==> src/rtl/float_mult_arbiter.sv <==
// Round-robin arbiter sharing one float multiplier between two requesters; A/B/Z pass through as bit-exact copies.
// Latency: grant to result strobe is 3 cycles plus multiplier time; both handshakes stall indefinitely, strobes outside IDLE wait.
module float_mult_arbiter (
    input  logic        i_CLK,
    input  logic        i_RSTN,
    input  logic [31:0] i_REQ0_A,
    input  logic [31:0] i_REQ0_B,
    input  logic        i_REQ0_AB_STB,
    output logic        o_REQ0_AB_ACK,
    output logic [31:0] o_REQ0_Z,
    output logic        o_REQ0_Z_STB,
    input  logic        i_REQ0_Z_ACK,
    input  logic [31:0] i_REQ1_A,
    input  logic [31:0] i_REQ1_B,
    input  logic        i_REQ1_AB_STB,
    output logic        o_REQ1_AB_ACK,
    output logic [31:0] o_REQ1_Z,
    output logic        o_REQ1_Z_STB,
    input  logic        i_REQ1_Z_ACK,
    output logic [31:0] o_MULT_A,
    output logic [31:0] o_MULT_B,
    output logic        o_MULT_AB_STB,
    input  logic        i_MULT_AB_ACK,
    input  logic [31:0] i_MULT_Z,
    input  logic        i_MULT_Z_STB,
    output logic        o_MULT_Z_ACK,
    output logic [1:0]  o_GRANT,
    output logic        o_BUSY
);

    typedef enum logic [1:0] {
        ST_IDLE   = 2'd0,
        ST_ISSUE  = 2'd1,
        ST_WAIT_Z = 2'd2,
        ST_RETURN = 2'd3
    } state_t;

    state_t      r_state;
    logic        r_last;
    logic [1:0]  r_grant;
    logic [31:0] r_mult_a;
    logic [31:0] r_mult_b;
    logic [31:0] r_z0;
    logic [31:0] r_z1;
    logic        r_mult_ab_stb;
    logic        r_mult_z_ack;
    logic        r_ab_ack0;
    logic        r_ab_ack1;
    logic        r_z_stb0;
    logic        r_z_stb1;
    logic        r_busy;

    logic        w_any_req;
    logic        w_pick1;
    logic        w_z_ack;

    // Requester 1 wins when alone, or on a tie when requester 0 was served last.
    always_comb begin
        w_any_req = i_REQ0_AB_STB | i_REQ1_AB_STB;
        w_pick1   = i_REQ1_AB_STB & (~i_REQ0_AB_STB | ~r_last);
        w_z_ack   = r_grant[1] ? i_REQ1_Z_ACK : (r_grant[0] & i_REQ0_Z_ACK);
    end

    always_ff @(posedge i_CLK) begin
        if (!i_RSTN) begin
            r_state       <= ST_IDLE;
            r_last        <= 1'b1;
            r_grant       <= 2'b00;
            r_mult_a      <= 32'd0;
            r_mult_b      <= 32'd0;
            r_z0          <= 32'd0;
            r_z1          <= 32'd0;
            r_mult_ab_stb <= 1'b0;
            r_mult_z_ack  <= 1'b0;
            r_ab_ack0     <= 1'b0;
            r_ab_ack1     <= 1'b0;
            r_z_stb0      <= 1'b0;
            r_z_stb1      <= 1'b0;
            r_busy        <= 1'b0;
        end else begin
            r_ab_ack0    <= 1'b0;
            r_ab_ack1    <= 1'b0;
            r_mult_z_ack <= 1'b0;
            case (r_state)
                ST_IDLE: begin
                    if (w_any_req) begin
                        r_grant       <= w_pick1 ? 2'b10 : 2'b01;
                        r_mult_a      <= w_pick1 ? i_REQ1_A : i_REQ0_A;
                        r_mult_b      <= w_pick1 ? i_REQ1_B : i_REQ0_B;
                        r_ab_ack0     <= ~w_pick1;
                        r_ab_ack1     <= w_pick1;
                        r_mult_ab_stb <= 1'b1;
                        r_busy        <= 1'b1;
                        r_state       <= ST_ISSUE;
                    end
                end
                ST_ISSUE: begin
                    if (r_mult_ab_stb && i_MULT_AB_ACK) begin
                        r_mult_ab_stb <= 1'b0;
                        r_state       <= ST_WAIT_Z;
                    end else begin
                        r_mult_ab_stb <= 1'b1;
                    end
                end
                ST_WAIT_Z: begin
                    if (i_MULT_Z_STB) begin
                        if (r_grant[1]) begin
                            r_z1 <= i_MULT_Z;
                        end else begin
                            r_z0 <= i_MULT_Z;
                        end
                        r_mult_z_ack <= 1'b1;
                        r_z_stb0     <= r_grant[0];
                        r_z_stb1     <= r_grant[1];
                        r_state      <= ST_RETURN;
                    end
                end
                ST_RETURN: begin
                    if (w_z_ack) begin
                        r_z_stb0 <= 1'b0;
                        r_z_stb1 <= 1'b0;
                        r_last   <= r_grant[1];
                        r_grant  <= 2'b00;
                        r_busy   <= 1'b0;
                        r_state  <= ST_IDLE;
                    end
                end
                default: begin
                    r_mult_ab_stb <= 1'b0;
                    r_z_stb0      <= 1'b0;
                    r_z_stb1      <= 1'b0;
                    r_grant       <= 2'b00;
                    r_busy        <= 1'b0;
                    r_state       <= ST_IDLE;
                end
            endcase
        end
    end

    assign o_REQ0_AB_ACK = r_ab_ack0;
    assign o_REQ1_AB_ACK = r_ab_ack1;
    assign o_REQ0_Z      = r_z0;
    assign o_REQ1_Z      = r_z1;
    assign o_REQ0_Z_STB  = r_z_stb0;
    assign o_REQ1_Z_STB  = r_z_stb1;
    assign o_MULT_A      = r_mult_a;
    assign o_MULT_B      = r_mult_b;
    assign o_MULT_AB_STB = r_mult_ab_stb;
    assign o_MULT_Z_ACK  = r_mult_z_ack;
    assign o_GRANT       = r_grant;
    assign o_BUSY        = r_busy;

endmodule

==> config.mk <==
export PLATFORM = sky130hd
export DESIGN_NAME = float_mult_arbiter
export DESIGN_NICKNAME = d
export VERILOG_FILES = /design/src/rtl/float_mult_arbiter.sv
export SDC_FILE = /design/constraint.sdc
export NUM_CORES = 1
export LEC_CHECK = 0
export ABC_CLOCK_PERIOD_IN_PS = 4100
export CAP_MARGIN = 15
export CORE_MARGIN = 2
export CORE_UTILIZATION = 40
export DETAILED_ROUTE_END_ITERATION = 10
export GPL_ROUTABILITY_DRIVEN = 0
export GPL_TIMING_DRIVEN = 0
export PLACE_DENSITY = 0.82
export SYNTH_ARGS = -nofsm -noshare
export SYNTH_HDL_FRONTEND = slang
export SYNTH_SLANG_ARGS = --single-unit
==> constraint.sdc <==
create_clock -name i_CLK -period 4.1 [get_ports i_CLK]
set_input_delay 0.41 -clock i_CLK [delete_from_list [all_inputs] [get_ports i_CLK]]
set_output_delay 0.41 -clock i_CLK [all_outputs]
set_load 0.02 [all_outputs]
* Word-level counts from Yosys, hierarchy flattened
Cells that the tools add are included.
** Operators by class
- Reduce and logical (&&, ||, !) cells :: 15
- Equal/unequal tests :: 7
- Bitwise gates (word level) :: 8
- Multiplexer cells :: 21
** Operators by type and width (count)
- $mux 32 :: 2
- $reduce_and 3->1 :: 5
- $mux 2 :: 6
- $ne 2x2->1 const B :: 4
- $pmux 1 s2 :: 4
- $pmux 2 s4 :: 1
- $reduce_and 2->1 :: 4
- $mux 1 :: 7
- $reduce_bool 2->1 :: 3
- $eq 2x2->1 const B :: 2
- $not 1->1 :: 4
- $pmux 2 s2 :: 1
- $reduce_and 4->1 :: 1
- $and 1x1->1 :: 2
- $eq 2x1->1 const B :: 1
- $logic_not 2->1 :: 1
- $or 1x1->1 :: 2
- $logic_and 1x1->1 :: 1
** Word-level totals
- Input port bits :: 168
- Flip-flop bits (word level) :: 140
- Word-level logic and storage cells :: 65
- Output and inout bits :: 137

* Depth between registers and ports, before layout
- Word-level depth :: 6
- Mapped depth :: 8
- Gate-level depth less buffers :: 6

* Worst setup path after synthesis
No wires, ideal clock.
- Path kind :: register -> register
- Start point :: reg r_state[0]
- End point :: reg r_grant[1], in the netlist o_GRANT[1]
- Data required time :: 4030 ps
- Cell stages (with the launch flop) :: 7
- Arrival :: 1479 ps
- Path buffers :: 0
- Library setup time :: 70 ps
- Period minus slack after synthesis :: 1550 ps
- Slack :: 2550 ps
- Path through :: dfxtp_1 -> inv_1 -> ha_1 -> nor3b_1 -> o21bai_1 -> or3b_1 -> a21oi_1
** Between the ends
- Word-level cells in the longest chain between the ends :: 3
- Elaborated cells between the ends (all ways) :: 7
- Classes of those cells :: eq/ne (3); mux (1); reduce/logical (3)
** RTL lines
- from (decl) :: RTL line 38 : state_t r_state;
- from (signal assigned) :: RTL line 66 : r_state <= ST_IDLE;
- from (signal assigned) :: RTL line 94 : r_state <= ST_ISSUE;
- from (signal assigned) :: RTL line 100 : r_state <= ST_WAIT_Z;
- $eq 2x2->1 / $logic_not 2->1 (equally long branches) :: RTL line 84 : case (r_state)
- $ne 2x2->1 (no line) / $reduce_bool 2->1 (equally long branches)
- $reduce_and 3->1 (no line)
- to (signal assigned) :: RTL line 87 : r_grant <= w_pick1 ? 2'b10 : 2'b01;
- to (decl) :: RTL line 40 : logic [1:0] r_grant;
Parallel ways exist; a longest one is shown, timed or not.
A chain may end at the register's enable or synchronous reset.

* Final worst setup path
- Start point :: reg r_grant[0], in the netlist o_GRANT[0]
- End point :: out o_GRANT[0]
** RTL lines
- to (decl) :: RTL line 27 : output logic [1:0] o_GRANT,
No word-level cell between the ends.

==> metrics.txt <==
top_reg_cell synth=dfxtp_1; Post-synth ARST share=0%; Total Wirelength=18.9 mm; Clock Skew=8.88 ps; sequential share of the synthesized area=49.9%; Seq cells post-synth=140; Die X=123 µm; fin crit period=1900 ps; Layout area overhead=69.3%; hold path start=i_RSTN; Slew headroom=63.1%; synth cell count leaders=140 x dfxtp_1, 135 x nand2_1, 73 x a21oi_1; area leader, netlist=dfxtp_1; Final ANT Viol Nets=0; worst r2r src=r_state[1]; Critical Path Start Type=flip-flop; first-pass GRT wire length=28.5 mm; Place WS=2000 ps; synth warn=0; largest net degree at the start of global routing=17; clk_lat worst skew=420 ps; mux contribution to synthesized area=11.8%; initial antenna violation count=0; Mapped Cells=637; Setup-failing EPs final=0; hold_buf cts=0; post-synthesis simple-gate area fraction=15.5%; Synth Cell Area=5620 µm²; number of global-route vias before repair=5449; fin area=9510 µm²; top achievable clock speed=526 MHz; Fin. Hold Viols=0; TritonCTS clock tree=done; most common cell in the synthesized netlist=dfxtp_1; io pins=305; hpwl dp=14.6 mm; num rows=43; Worst path top cell family by delay=buffers and inverters; share of post-route cells with drive strength above 1=6.28%; final setup TNS=0 ps; post-placement cell area=8880 µm²; Root Driver=clkbuf_16; vias per cell=4.96; Die Height=123 µm; WL/cell=16.4 µm; clk sinks=140; Die Area=15000 µm²; CP peak stage delay=680 ps; status=finished clean; min-delay worst type=in2reg; Slew Limit Fails=0; largest family of logic cells by synthesized area=compound AO/OA/AOI/OAI gates; PwrDens=598 nW/µm²; Inserted Diodes=0; crit path DAT=1490 ps; Mean Syn Cell Area=8.82 µm²; worst setup path startpoint=o_GRANT[0]; post-CTS setup buffer count=0; routed vias=5714; RSZ-0062 raised after global routing=no; Synth Area in Compound Gates=16.7%; drt first pass iters=4; crit path kind=reg2out; Post-CTS Resized=0; Distinct cells, synth=32; Worst Path Buf+Inv=1; starting density of the core=40.6%; worst setup margin=2200 ps; worst vdd ir=0.289 mV; Post-synth EDFFs=0; gr ovfl total=0; adder-cell share of the synthesized area=0.890%; critical-path cell list=clkdlybuf4s50_1; Initial DRC Count=284; Static Leak=3.48 nW; I/O Buffers=303; top cell type's share of synthesized area=49.9%; clock slew at reported path FFs=60 ps; Crit Path Max Fanout=5; CP max stage cell=clkdlybuf4s50_1; final net count=1131; Area contributors post-synth=dfxtp_1 50%, mux2i_1 12%, nand2_1 9.0%, a211oi_1 8.5%, a21oi_1 6.5%; htree depth=4; synthesized net count=809; Slew @ Worst Pin=554 ps; Final period util=46.4%; critical path required time=3690 ps; cts bufs inserted=17; gr usage total=24.9%; xor/xnor cell area share of the yosys netlist=0%; max-cap violations=0; post-route DRC violation count=0; core area=13800 µm²; CP endpoint kind=primary output; CTS Buffer Depth=2
==> per-stage QoR <==
stage	hold slack, ps	instances	utilization, %	total power, mW
after floorplan	519	637	-	3.03
after global placement	442	1120	64.2	4.03
after detailed placement	446	1120	64.2	4.07
after CTS	267	1152	68.8	5.71
after global routing	300	1152	68.8	5.97
final	273	1152	68.8	5.69
==> logic make-up after synthesis <==
kind of cell,after synthesis
adder cells (fa/ha/maj),4
multiplexers,66
flip-flops,140
AO/OA/AOI/OAI,149
buffers and inverters,58
AND/OR/NAND/NOR,220
==> metal layers <==
| metal | up-vias | routed length (µm) | track usage, % |
|---|---|---|---|
| li1 | 2829 | - | - |
| met3 | 35 | 1360 | 6.74 |
| met1 | 2618 | 7390 | 27.8 |
| met2 | 232 | 9610 | 44.4 |
| met4 | 0 | 539 | 10.8 |
| met5 | - | 0 | 0 |
==> power breakdown <==
part	internal (mW)	leakage, nW	switching [mW]	total (mW)
clock	1.06	0.313	0.585	1.65
sequential	1.66	1.15	0.162	1.83
combinational	0.995	2.02	1.22	2.21
==> area by class of cell <==
cell class / instances / area (µm²)
repair buffers: 303 / 3030
fillers: 1143 / 4310
clock buffers: 21 / 470
flip-flops and latches: 140 / 2800
well taps: 180 / 225
multi-input cells: 439 / 2520
plain buffers: 54 / 285
clock inverters: 11 / 165
inverters: 4 / 15.0
==> flip-flops by register name (all words and copies together) (netlist names) <==
signal / count
o_REQ1_AB_ACK: 1
o_MULT_AB_STB: 1
o_MULT_A: 32
o_REQ1_Z_STB: 1
o_REQ0_Z: 32
r_state: 2
o_GRANT: 2
o_BUSY: 1
o_REQ0_Z_STB: 1
o_REQ0_AB_ACK: 1
o_MULT_Z_ACK: 1
o_REQ1_Z: 32
r_last: 1
o_MULT_B: 32
==> final timing paths <==
kind                                      to  slack (ps)  cells after the start
worst max-delay path              o_GRANT[0]        2200                      1
worst min-delay path                  r_last         270                      2
worst max register to register  o_MULT_B[28]        2270                      7
worst min register to register   o_REQ1_Z[3]         450                      2
==> cells in the final DEF, fill, tap and decap left out, types with 16 or more instances in the layout <==
master,count
clkdlybuf4s50_1,303
mux2i_1,66
dfxtp_1,140
clkbuf_1,26
a211oi_1,64
buf_2,16
nand2_1,135
a21oi_1,73
nor2_1,69
clkbuf_16,17
Power figures use the tool's default switching activity.
